**src/rtl/uart_tx_if.sv**
```systemverilog
// Handshake and configuration bundle between the TX FIFO/ctrl side and uart_tx_unit.
interface uart_tx_if #(
  parameter int DVSR_WIDTH = 11
);
  logic [DVSR_WIDTH-1:0] dvsr;
  logic                  data_bits_7;
  logic [1:0]            stop_sel;
  logic                  tx_start;
  logic [7:0]            tx_din;
  logic                  tx_ready;
  logic                  tx_done_tick;
  logic                  tx;

  // Producer side: FIFO read port plus control register fields.
  modport master (
    output dvsr, data_bits_7, stop_sel, tx_start, tx_din,
    input  tx_ready, tx_done_tick, tx
  );

  // Transmitter side.
  modport slave (
    input  dvsr, data_bits_7, stop_sel, tx_start, tx_din,
    output tx_ready, tx_done_tick, tx
  );
endinterface

```
**src/rtl/uart_tx_unit.sv**
```systemverilog
// UART transmitter: start bit, 7/8 data bits LSB first, 1/1.5/2 stop bits,
// with a private 16x-oversampling baud tick generator.
module uart_tx_unit #(
  parameter int DVSR_WIDTH  = 11,
  parameter int SB_TICK_MAX = 32
) (
  input  logic clk,
  input  logic reset,
  uart_tx_if.slave bus
);

  localparam int S_W = $clog2(SB_TICK_MAX);

  typedef enum logic [1:0] {IDLE, START, DATA, STOP} state_t;

  state_t                state;
  logic [DVSR_WIDTH-1:0] dvsr_q;
  logic [DVSR_WIDTH-1:0] baud_cnt;
  logic                  data_bits_7_q;
  logic [1:0]            stop_sel_q;
  logic [7:0]            shreg;
  logic [S_W-1:0]        s;
  logic [2:0]            n;
  logic                  tx_q;
  logic                  ready_q;
  logic                  done_q;

  logic                  tick;
  logic                  last_bit_tick;
  logic                  last_data_bit;
  logic [S_W-1:0]        stop_last;

  assign tick          = (baud_cnt == dvsr_q);
  assign last_bit_tick = (s == S_W'(15));
  assign last_data_bit = (n == (data_bits_7_q ? 3'd6 : 3'd7));

  // Final stop tick index for the latched stop-bit selection.
  always_comb begin
    stop_last = S_W'(15);
    case (stop_sel_q)
      2'b01:   stop_last = S_W'(23);
      2'b10:   stop_last = S_W'(31);
      default: stop_last = S_W'(15);
    endcase
  end

  // Baud counter: idles at zero so the first tick lands dvsr+1 cycles after accept.
  always_ff @(posedge clk) begin
    // NOTE: sequential state is always written with <=, so every register
    // samples the pre-edge values and block ordering never matters.
    if (reset) begin
      baud_cnt <= '0;
    end else if (state == IDLE || tick) begin
      baud_cnt <= '0;
    end else begin
      baud_cnt <= baud_cnt + 1'b1;
    end
  end

  // Frame FSM with registered tx, ready and done outputs.
  always_ff @(posedge clk) begin
    if (reset) begin
      state         <= IDLE;
      dvsr_q        <= '0;
      data_bits_7_q <= 1'b0;
      stop_sel_q    <= 2'b00;
      shreg         <= '0;
      s             <= '0;
      n             <= '0;
      tx_q          <= 1'b1;
      ready_q       <= 1'b1;
      done_q        <= 1'b0;
    end else begin
      // NOTE: default assignment makes done a single-cycle pulse; only the
      // STOP->IDLE transition below overrides it.
      done_q <= 1'b0;
      case (state)
        IDLE: begin
          if (bus.tx_start && ready_q) begin
            dvsr_q        <= bus.dvsr;
            data_bits_7_q <= bus.data_bits_7;
            stop_sel_q    <= bus.stop_sel;
            shreg         <= bus.tx_din;
            s             <= '0;
            n             <= '0;
            tx_q          <= 1'b0;
            ready_q       <= 1'b0;
            state         <= START;
          end
        end
        START: begin
          if (tick) begin
            if (last_bit_tick) begin
              s     <= '0;
              n     <= '0;
              tx_q  <= shreg[0];
              state <= DATA;
            end else begin
              s <= s + 1'b1;
            end
          end
        end
        DATA: begin
          if (tick) begin
            if (last_bit_tick) begin
              s <= '0;
              if (last_data_bit) begin
                tx_q  <= 1'b1;
                state <= STOP;
              end else begin
                shreg <= shreg >> 1;
                tx_q  <= shreg[1];
                n     <= n + 1'b1;
              end
            end else begin
              s <= s + 1'b1;
            end
          end
        end
        STOP: begin
          if (tick) begin
            if (s == stop_last) begin
              s       <= '0;
              ready_q <= 1'b1;
              done_q  <= 1'b1;
              state   <= IDLE;
            end else begin
              s <= s + 1'b1;
            end
          end
        end
        default: begin
          state   <= IDLE;
          tx_q    <= 1'b1;
          ready_q <= 1'b1;
        end
      endcase
    end
  end

  assign bus.tx           = tx_q;
  assign bus.tx_ready     = ready_q;
  assign bus.tx_done_tick = done_q;

endmodule

```
**src/flat_wrapper.sv**
```systemverilog
// flat-port wrapper written by rule: the top's interface ports become plain ports
module uart_tx_unit_flat 
#(
  parameter int DVSR_WIDTH  = 11,
  parameter int SB_TICK_MAX = 32
)
  (clk, reset, bus_dvsr, bus_data_bits_7, bus_stop_sel, bus_tx_start, bus_tx_din, bus_tx_ready, bus_tx_done_tick, bus_tx);
  uart_tx_if #(.DVSR_WIDTH(DVSR_WIDTH)) bus_i ();
  input  logic clk;
  input  logic reset;
  input wire logic [$bits(bus_i.dvsr)-1:0] bus_dvsr;
  input wire logic [$bits(bus_i.data_bits_7)-1:0] bus_data_bits_7;
  input wire logic [$bits(bus_i.stop_sel)-1:0] bus_stop_sel;
  input wire logic [$bits(bus_i.tx_start)-1:0] bus_tx_start;
  input wire logic [$bits(bus_i.tx_din)-1:0] bus_tx_din;
  output wire logic [$bits(bus_i.tx_ready)-1:0] bus_tx_ready;
  output wire logic [$bits(bus_i.tx_done_tick)-1:0] bus_tx_done_tick;
  output wire logic [$bits(bus_i.tx)-1:0] bus_tx;
  assign bus_i.dvsr = bus_dvsr;
  assign bus_i.data_bits_7 = bus_data_bits_7;
  assign bus_i.stop_sel = bus_stop_sel;
  assign bus_i.tx_start = bus_tx_start;
  assign bus_i.tx_din = bus_tx_din;
  assign bus_tx_ready = bus_i.tx_ready;
  assign bus_tx_done_tick = bus_i.tx_done_tick;
  assign bus_tx = bus_i.tx;
  uart_tx_unit #(.DVSR_WIDTH(DVSR_WIDTH), .SB_TICK_MAX(SB_TICK_MAX)) u_core (.clk(clk), .reset(reset), .bus(bus_i));
endmodule
```
**config.mk**
```make
export PLATFORM = sky130hd
export DESIGN_NAME = uart_tx_unit_flat
export DESIGN_NICKNAME = d
export VERILOG_FILES = /design/src/rtl/uart_tx_if.sv /design/src/rtl/uart_tx_unit.sv /design/src/flat_wrapper.sv
export SDC_FILE = /design/constraint.sdc
export NUM_CORES = 1
export LEC_CHECK = 0
export CAP_MARGIN = 20
export CORE_MARGIN = 1.5
export CORE_UTILIZATION = 55
export CTS_CLUSTER_SIZE = 20
export DETAILED_ROUTE_END_ITERATION = 10
export PLACE_DENSITY = 0.79
export SLEW_MARGIN = 20
export SYNTH_ARGS = -nofsm -noshare
export SYNTH_HDL_FRONTEND = slang
export SYNTH_SLANG_ARGS = --single-unit
```
**constraint.sdc**
```tcl
create_clock -name clk -period 5.8 [get_ports clk]
set_input_delay 1.16 -clock clk [delete_from_list [all_inputs] [get_ports clk]]
set_output_delay 1.16 -clock clk [all_outputs]
set_load 0.05 [all_outputs]
```
# [Word-level counts from Yosys, hierarchy flattened]
# Cells that the tools add are included.
[word_totals] latch_bits=0 ram_bits=0 mem_count=0 register_bits=46 inputBits=25 romBits=0 wordCells=91 out_inout_bits=3
[op_classes] shift=0 magnitude_cmp=0 n_addsub=3 n_eq_ne=19 reduce_logical=16 n_mux=40 bitwise_logic=2 multipliers=0 n_div=0
[ops] op="8-bit 2-to-1 mux" count=4
[ops] op="5-bit 2-to-1 mux" count=5
[ops] op="3-bit 2-to-1 mux" count=6
[ops] op="2-bit 2-to-1 mux" count=8
[ops] op="2-bit by 1-bit != test with 1-bit output (second input constant)" count=8
[ops] op="8-bit one-hot mux with 2 select lines" count=1
[ops] op="5-bit one-hot mux with 3 select lines" count=1
[ops] op="11-bit by 1-bit adder with 11-bit output (second input constant)" count=1
[ops] op="11-bit == test" count=1
[ops] op="1-bit 2-to-1 mux" count=10
[ops] op="5-bit one-hot mux with 2 select lines" count=1
[ops] op="3-bit one-hot mux with 3 select lines" count=1
[ops] op="2-bit one-hot mux with 4 select lines" count=1
[ops] op="8-bit AND reduction" count=1
[ops] op="7-bit AND reduction" count=1
[ops] op="2-bit == test (second input constant)" count=3
[ops] op="6-bit AND reduction" count=1
[ops] op="5-bit by 1-bit adder with 5-bit output (second input constant)" count=1
[ops] op="5-bit by 4-bit == test with 1-bit output (second input constant)" count=1
[ops] op="5-bit == test" count=1
[ops] op="5-bit AND reduction" count=1
[ops] op="2-bit by 1-bit == test with 1-bit output (second input constant)" count=2
[ops] op="2-bit != test (second input constant)" count=2
[ops] op="4-bit AND reduction" count=1
[ops] op="14 further kinds" count=17

# [Logic depth before layout (Yosys ltp)]
[logic_depth] depth_word=6 depth_mapped=10 mapped_depth_nobuf=10

# [Least setup slack after synthesis]
# OpenSTA, ideal clock, no wires.
[synth_path] path_kind="input port to flip-flop" from="input bus_tx_start" to="register u_core.shreg[5]" required_ps=5684 path_stages=6 setup_ps=116 path_buffers=1 t_arrival_ps=2359 path_slack_ps=3325 cell_sequence="a21boi_1 > nor3b_1 > a21oi_1 > buf_4 > nor3_1 > a31o_2"
[synth_via] elab_chain_cells=3
[synth_rtl] item="start: declaration" line="flat_wrapper.sv:14" text="input wire logic [$bits(bus_i.tx_start)-1:0] bus_tx_start;"
[synth_rtl] item="1-bit logical AND" line="uart_tx_unit.sv:79" text="if (bus.tx_start && ready_q) begin"
[synth_rtl] item="2-bit != test (no line)"
[synth_rtl] item="5-bit AND reduction (no line)"
[synth_rtl] item="end signal: assignment" line="uart_tx_unit.sv:83" text="shreg <= bus.tx_din;"
[synth_rtl] item="end signal: assignment" line="uart_tx_unit.sv:111" text="shreg <= shreg >> 1;"
[synth_rtl] item="end: declaration" line="uart_tx_unit.sv:21" text="logic [7:0] shreg;"
# Every way passes these cells.
# A chain may end at the register's enable or synchronous reset.

# [Worst setup path after layout]
[layout_path] from="input bus_tx_start" to="register u_core.shreg[1]"
# The elaborated chain is that of the path after synthesis.

==> reports/metrics.csv <==
stage,metric,value,unit
status,status,completed,
floorplan,Rows,23,
clocking,CTS buffer count,5,
critical_path,CP Data Required Time,5.99,ns
placement,Placer Congestion,0.814,
routing,average wire per standard cell,12.7,um
critical_path,worst reg2reg path depth,7,
grt,first-pass GRT wire length,7.58,mm
power,Sw Pwr,0.425,mW
routing,router iterations before antenna repair,4,
clocking,Root Buffer,clkbuf_8,
grt,GRT busiest layer,met2,
critical_path,crit path kind,primary input to flip-flop,
critical_path,critical path arrival,3.35,ns
yosys,sequential area share after synthesis,0.402,
clocking,clock latency on the worst-skew pair,0.30,ns
hold_path,WHS Path Cells,2,
floorplan,die width,67.6,um
final_layout,"non-filler cells, final",344,
yosys,"EDFF count, synth",0,
hold_path,WHS Endpoint,u_core.stop_sel_q[1],
grt,met3 GRT Util,0.0517,
critical_path,R2R Path Start,u_core.state[0],
routing,Vias per Instance,5.39,
clocking,Resized Gates After CTS,0,
yosys,Cells after Synth,269,
critical_path,crit path launch type,primary input,
timing,Max Slew Vio Count,0,
grt,met1 Use GR,0.274,
critical_path,CP Depth,6,
yosys,"flops & latches, synth",46,
clocking,H-tree levels,2,
floorplan,Core ar.,0.00400,mm^2
floorplan,Top Ports,28,
grt,vias in the first global route,1704,
critical_path,Max stage delay on crit path,0.83,ns
power,switching share of power,0.387,
power,Clk pwr share,0.214,
critical_path,Worst R2R End,u_core.shreg[1],
yosys,compound-gate portion of the synthesized area,0.146,
timing,fin crit share,0.545,
critical_path,reg2reg setup slack,3.04,ns
power,Pleak,0.946,nW
grt,GR met2 Demand/Resource,0.373,
clocking,TritonCTS clock tree,yes,
critical_path,cells along the critical path,clkdlybuf4s50_1 -> a21boi_1 -> nor3b_1 -> a21oi_1 -> nor3_1 -> a31o_2,
yosys,Synth Area in Adders,0.0655,
yosys,cell with the most instances after synthesis,dfxtp_1,
critical_path,worst path bufs/invs,1,
floorplan,die area,0.00456,mm^2
yosys,Synth Area in XOR/XNOR,0.0879,
yosys,yosys warns,0,
floorplan,Chip Height,67.6,um
timing,RSZ-0062 raised after global routing,false,
clocking,CTS Buffer Depth,2,
power,Reg power frac,0.378,
timing,Slew @ Worst Pin,1.04,ns
grt,GRT Overall Usage,0.219,
critical_path,slowest cell on the critical path,a21oi_1,
timing,Final setup viols,0,
timing,Max Freq,316,MHz
clocking,Clock transition at path regs,0.08,ns
grt,Congestion Overflow GR,0,
timing,setup TNS,0,ns
yosys,synth cell count leaders,"46 x dfxtp_1, 45 x nand2_1, 26 x a21oi_1, 21 x nor2_1, 17 x xnor2_1",
grt,largest net degree at the start of global routing,35,
clocking,CTS Hold Bufs,0,
timing,worst clock skew,0.00692,ns
yosys,Async SR Flop Fraction,0,
power,power per cell area,408,mW/mm^2
final_layout,Layout area overhead,17.6,%
routing,final antenna-violating net count,0,
yosys,Yosys cell types,39,
yosys,Synth Flop Type,dfxtp_1,
placement,Port Buffers,27,
final_layout,ANT cells,0,
floorplan,Starting Density,0.573,
routing,Detailed Route WL,4.37,mm
hold_path,HP Start,u_core.stop_sel_q[1],
critical_path,worst-path maximum fanout,15,
clocking,clk sinks,46,
grt,initial antenna violation count,0,
yosys,post-synthesis mux area share,0.0306,
hold_path,Hold Path Class,flip-flop to flip-flop,
job,max-cap viol count,0,
timing,Max-slew headroom,0.306,
routing,vias,1853,
critical_path,nature of the critical path endpoint,flip-flop,
yosys,Synth top area share,0.402,
routing,DRC errors left,0,
timing,Fin. Hold Viols,0,
yosys,Post-Syn Area per Cell,8.52,um^2
yosys,Mapped Area,0.00229,mm^2
clocking,"Setup Fix Bufs, Post-CTS",0,
final_layout,Final Net Count,330,
final_layout,final core utilization,0.674,
timing,crit path time final,3.16,ns
yosys,largest family of logic cells by synthesized area,simple AND/OR/NAND/NOR gates,
critical_path,CP top delay family,compound AO/OA/AOI/OAI gates,
power,Worst IR Drop VDD,0.253,mV
yosys,Synth area leader,dfxtp_1,
power,combinational power share,0.408,
placement,HPWL after detailed placement,3.13,mm
final_layout,layout cells sized above 1,0.0748,
routing,DRT iter0 DRCs,99,
yosys,top post-synthesis cells by area,"dfxtp_1 40%, nand2_1 7.4%, ha_1 6.6%",
yosys,Synth Area in Simple Gates,0.231,
placement,Placed Cells,336,
power,Int Pwr,0.675,mW
yosys,post-synthesis net count,306,
## logic make-up after synthesis
group	count (synthesis)
AO/OA/AOI/OAI	54
XOR/XNOR	23
adder cells (fa/ha/maj)	12
buffers and inverters	21
flip-flops	46
multiplexers	7
AND/OR/NAND/NOR	106
## final cells by class
| class | instances | area (um^2) |
|---|---|---|
| clock buffers | 6 | 72.6 |
| repair buffers | 28 | 278 |
| multi-input cells | 202 | 1290 |
| fillers | 347 | 1300 |
| well taps | 50 | 62.6 |
| clock inverters | 2 | 37.5 |
| flip-flops and latches | 46 | 921 |
| inverters | 10 | 37.5 |
## tightest hold or removal path: cells and delay by family, from the launching register on
family           cells  cell delay (ns)
flip-flops           1             0.32
AO/OA/AOI/OAI        1             0.06
AND/OR/NAND/NOR      1             0.05
## per-layer routing
layer	vias to the layer above	wire (um)	share of wire
met2	25	2080	0.48
met4	0	53	0.012
li1	973	-	-
met3	6	142	0.032
met1	849	2100	0.48
met5	-	0	0
## worst max-delay path by stage
stage / start / end / slack, ns
3_3_place_gp: bus_tx_start / u_core.shreg[4] / 2.39
4_1_cts: bus_tx_start / u_core.shreg[2] / 2.67
6_report: bus_tx_start / u_core.shreg[1] / 2.64
2_1_floorplan: bus_tx_start / u_core.shreg[5] / 3.32
3_5_place_dp: bus_tx_start / u_core.shreg[2] / 2.34
5_1_grt: bus_tx_start / u_core.shreg[1] / 2.37
## metrics by stage
stage	hold WS (ns)	area (um^2)	setup slack, ns	power (mW)
global route	0.497	2700	2.37	1.18
detailed placement	0.456	2590	2.34	0.870
global placement	0.445	2590	2.39	0.860
floorplan	0.436	2290	3.32	0.778
finish	0.470	2700	2.64	1.10
CTS	0.473	2700	2.67	1.11
## state kept, by name (all words and copies together) (netlist names)
register                 cells
u_core.bus.tx_done_tick      1
u_core.shreg                 8
u_core.stop_sel_q            2
u_core.state                 2
u_core.bus.tx_ready          1
u_core.s                     5
u_core.dvsr_q               11
u_core.data_bits_7_q         1
u_core.baud_cnt             11
u_core.bus.tx                1
u_core.n                     3
## power by group through the flow
stage                     clock network [mW]  registers, mW  logic, mW
after floorplan                            0          0.429      0.348
after global placement                     0          0.421      0.439
after detailed placement                   0          0.423      0.447
after CTS                              0.241          0.415      0.451
after global routing                   0.256          0.423      0.506
final                                  0.236          0.416      0.449
## cells in the final DEF, fill, tap and decap left out, types with 6 or more instances in the layout
cell type        synthesis  layout
dfxtp_1                 46      46
nand2_1                 45      45
clkdlybuf4s50_1          0      27
a21oi_1                 26      26
nor2_1                  21      21
xnor2_1                 17      17
ha_1                    12      12
nand3_1                 11      11
inv_1                   10      10
nor3_1                   9       9
o21ai_0                  8       8
mux2i_1                  7       7
a31o_2                   7       7
xor2_1                   6       6
Power figures use the tool's default switching activity.
==> RTL change (same flow settings) <==
Re-encode `state_t` (4 states) as one-hot, 4 bits wide.
--- a/src/rtl/uart_tx_unit.sv
+++ b/src/rtl/uart_tx_unit.sv
@@ -12,5 +12,5 @@
   localparam int S_W = $clog2(SB_TICK_MAX);
 
-  typedef enum logic [1:0] {IDLE, START, DATA, STOP} state_t;
+  typedef enum logic [3:0] {IDLE = 4'b0001, START = 4'b0010, DATA = 4'b0100, STOP = 4'b1000} state_t;
 
   state_t                state;
Formal check against the unedited RTL: same outputs for any inputs over 10 cycles, from zero or initial values and one cycle with reset high; not proved beyond that.
==> RTL change against the original RTL <==
  * Global-route usage is 1.7 points higher
  * Wire length grew 31%
  * Sequential cell count up 2
  * Setup slack better by 230 ps
  * Sequential share of layout area is 1.5 points lower
  * Final cell count rose by 10%
  * Synthesized area increased by 13%
  * First-iteration DRC count increased by 53%
  * Cell area grew 9.2%
Power is not compared: it rests on default switching activity, and its combinational part moved more than twofold at a synthesized area within 25%.
==> RTL change: results (changes against the original RTL) <==
| Metric | Value |
|---|---|
| Comb_multi_in | 236 (was 202) |
| DR vias | 2246 (was 1853) |
| Setup Skew | 11.2 ps (was 6.92 ps) |
| Worst Path Max Fanout | 29 (was 15) |
| Multi-input logic area | 0.00152 mm^2 (was 0.00129 mm^2) |
| Yosys cell types | 59 (was 39) |
| Sequential cell area share | 32.6% (was 34.2%) |
| Min-delay src | u_core.dvsr_q[6] (was u_core.stop_sel_q[1]) |
| Hpwl dp | 3.99 mm (was 3.13 mm) |
| Largest net degree at the start of global routing | 30 (was 35) |
| Detailed-routed wire length on met2 | 2.68 mm (was 2.08 mm) |
| Drt total wl | 5.75 mm (was 4.37 mm) |
| Synth Area in XOR/XNOR | 8.13% (was 8.79%) |
| Buffers, non-clock | 29 (was 28) |
| Fin nets | 358 (was 330) |
| CP max stage delay | 1090 ps (was 830 ps) |
| Top cells by count, synth | nand2_1 (51), dfxtp_1 (48), nor2_1 (22), a21oi_1 (20), xnor2_1 (19) (was dfxtp_1 (46), nand2_1 (45), a21oi_1 (26), nor2_1 (21), xnor2_1 (17)) |
| Seq_cells | 48 (was 46) |
| Synth Area in Adders | 2.90% (was 6.55%) |
| Met1 WL | 2.74 mm (was 2.10 mm) |
| Vias in the first global route | 2144 (was 1704) |
| Placed insts | 372 (was 336) |
| Cells on worst reg2reg path | 4 (was 7) |
| Cell Area, Placed | 0.00285 mm^2 (was 0.00259 mm^2) |
| Compound-Gate Fraction of Synth Area | 16.3% (was 14.6%) |
| Area grow syn2layout | 13.9% (was 17.6%) |
| Met3 wire len | 201 um (was 142 um) |
| Syn nets | 337 (was 306) |
| Crit path max-delay family | buffers and inverters (was compound AO/OA/AOI/OAI gates) |
| First-pass GRT wire length | 9.54 mm (was 7.58 mm) |
| Status | complete, no violations (unchanged) |
| Hold endpoint | u_core.dvsr_q[6] (was u_core.stop_sel_q[1]) |
| Initial DRC count | 151 (was 99) |
| Fillers | 393 (was 347) |
| Largest cells by area after synthesis | dfxtp_1 (37%), nand2_1 (7.4%), xnor2_1 (6.4%), a21oi_1 (3.9%), nor2_1 (3.2%) (was dfxtp_1 (40%), nand2_1 (7.4%), ha_1 (6.6%), xnor2_1 (6.5%), a21oi_1 (5.7%)) |
| Mux cell area share after synthesis | 1.60% (was 3.06%) |
==> RTL change: cell types whose count changed in the layout (fill, tap and decap cells not counted), moves of 5 or more <==
cell and delta:
a311oi_1 +8, a31o_2 -7, a21oi_1 -6, ha_1 -6, nand2_1 +6, nand2b_1 +6, nand4_1 +5, nor3_1 +5
==> RTL change: cells by family (layout without fill, tap and decap cells) <==
group,Yosys count,count (layout)
AOI/OAI and AO/OA,59,59
xor gates and xnor gates,24,24
adders and majority gates,6,6
buffers and inverters,22,44
DFF,48,48
muxes,4,4
and+or+nand+nor,143,143
==> RTL change: power groups by stage <==
stage | Combinational [mW] | Clock (mW) | Sequential (mW)
3_3_place_gp | 0.195 | 0 | 0.387
4_1_cts | 0.201 | 0.212 | 0.380
3_5_place_dp | 0.199 | 0 | 0.387
2_1_floorplan | 0.144 | 0 | 0.388
6_report | 0.203 | 0.209 | 0.380
5_1_grt | 0.219 | 0.225 | 0.383
==> RTL change: worst max-delay path by stage <==
stage | start | endpoint | slack [ps]
2_1_floorplan | reset | u_core.state[1] | 3620
3_3_place_gp | reset | u_core.baud_cnt[7] | 2620
3_5_place_dp | reset | u_core.baud_cnt[9] | 2560
4_1_cts | reset | u_core.baud_cnt[9] | 2900
5_1_grt | reset | u_core.baud_cnt[8] | 2710
6_report | reset | u_core.baud_cnt[9] | 2870
==> RTL change: worst reg2reg max path: cells and delay by family (launching register included) <==
family | cells | cell delay, ps
flip-flops | 1 | 560
AO/OA/AOI/OAI | 1 | 260
AND/OR/NAND/NOR | 3 | 1580
==> RTL change: stage by stage <==
step	hold WS [ps]	total power, mW	setup slack, ps
floorplan	436	0.533	3620
global placement	447	0.582	2620
detailed placement	461	0.586	2560
CTS	472	0.793	2900
global route	492	0.828	2710
finish	473	0.792	2870
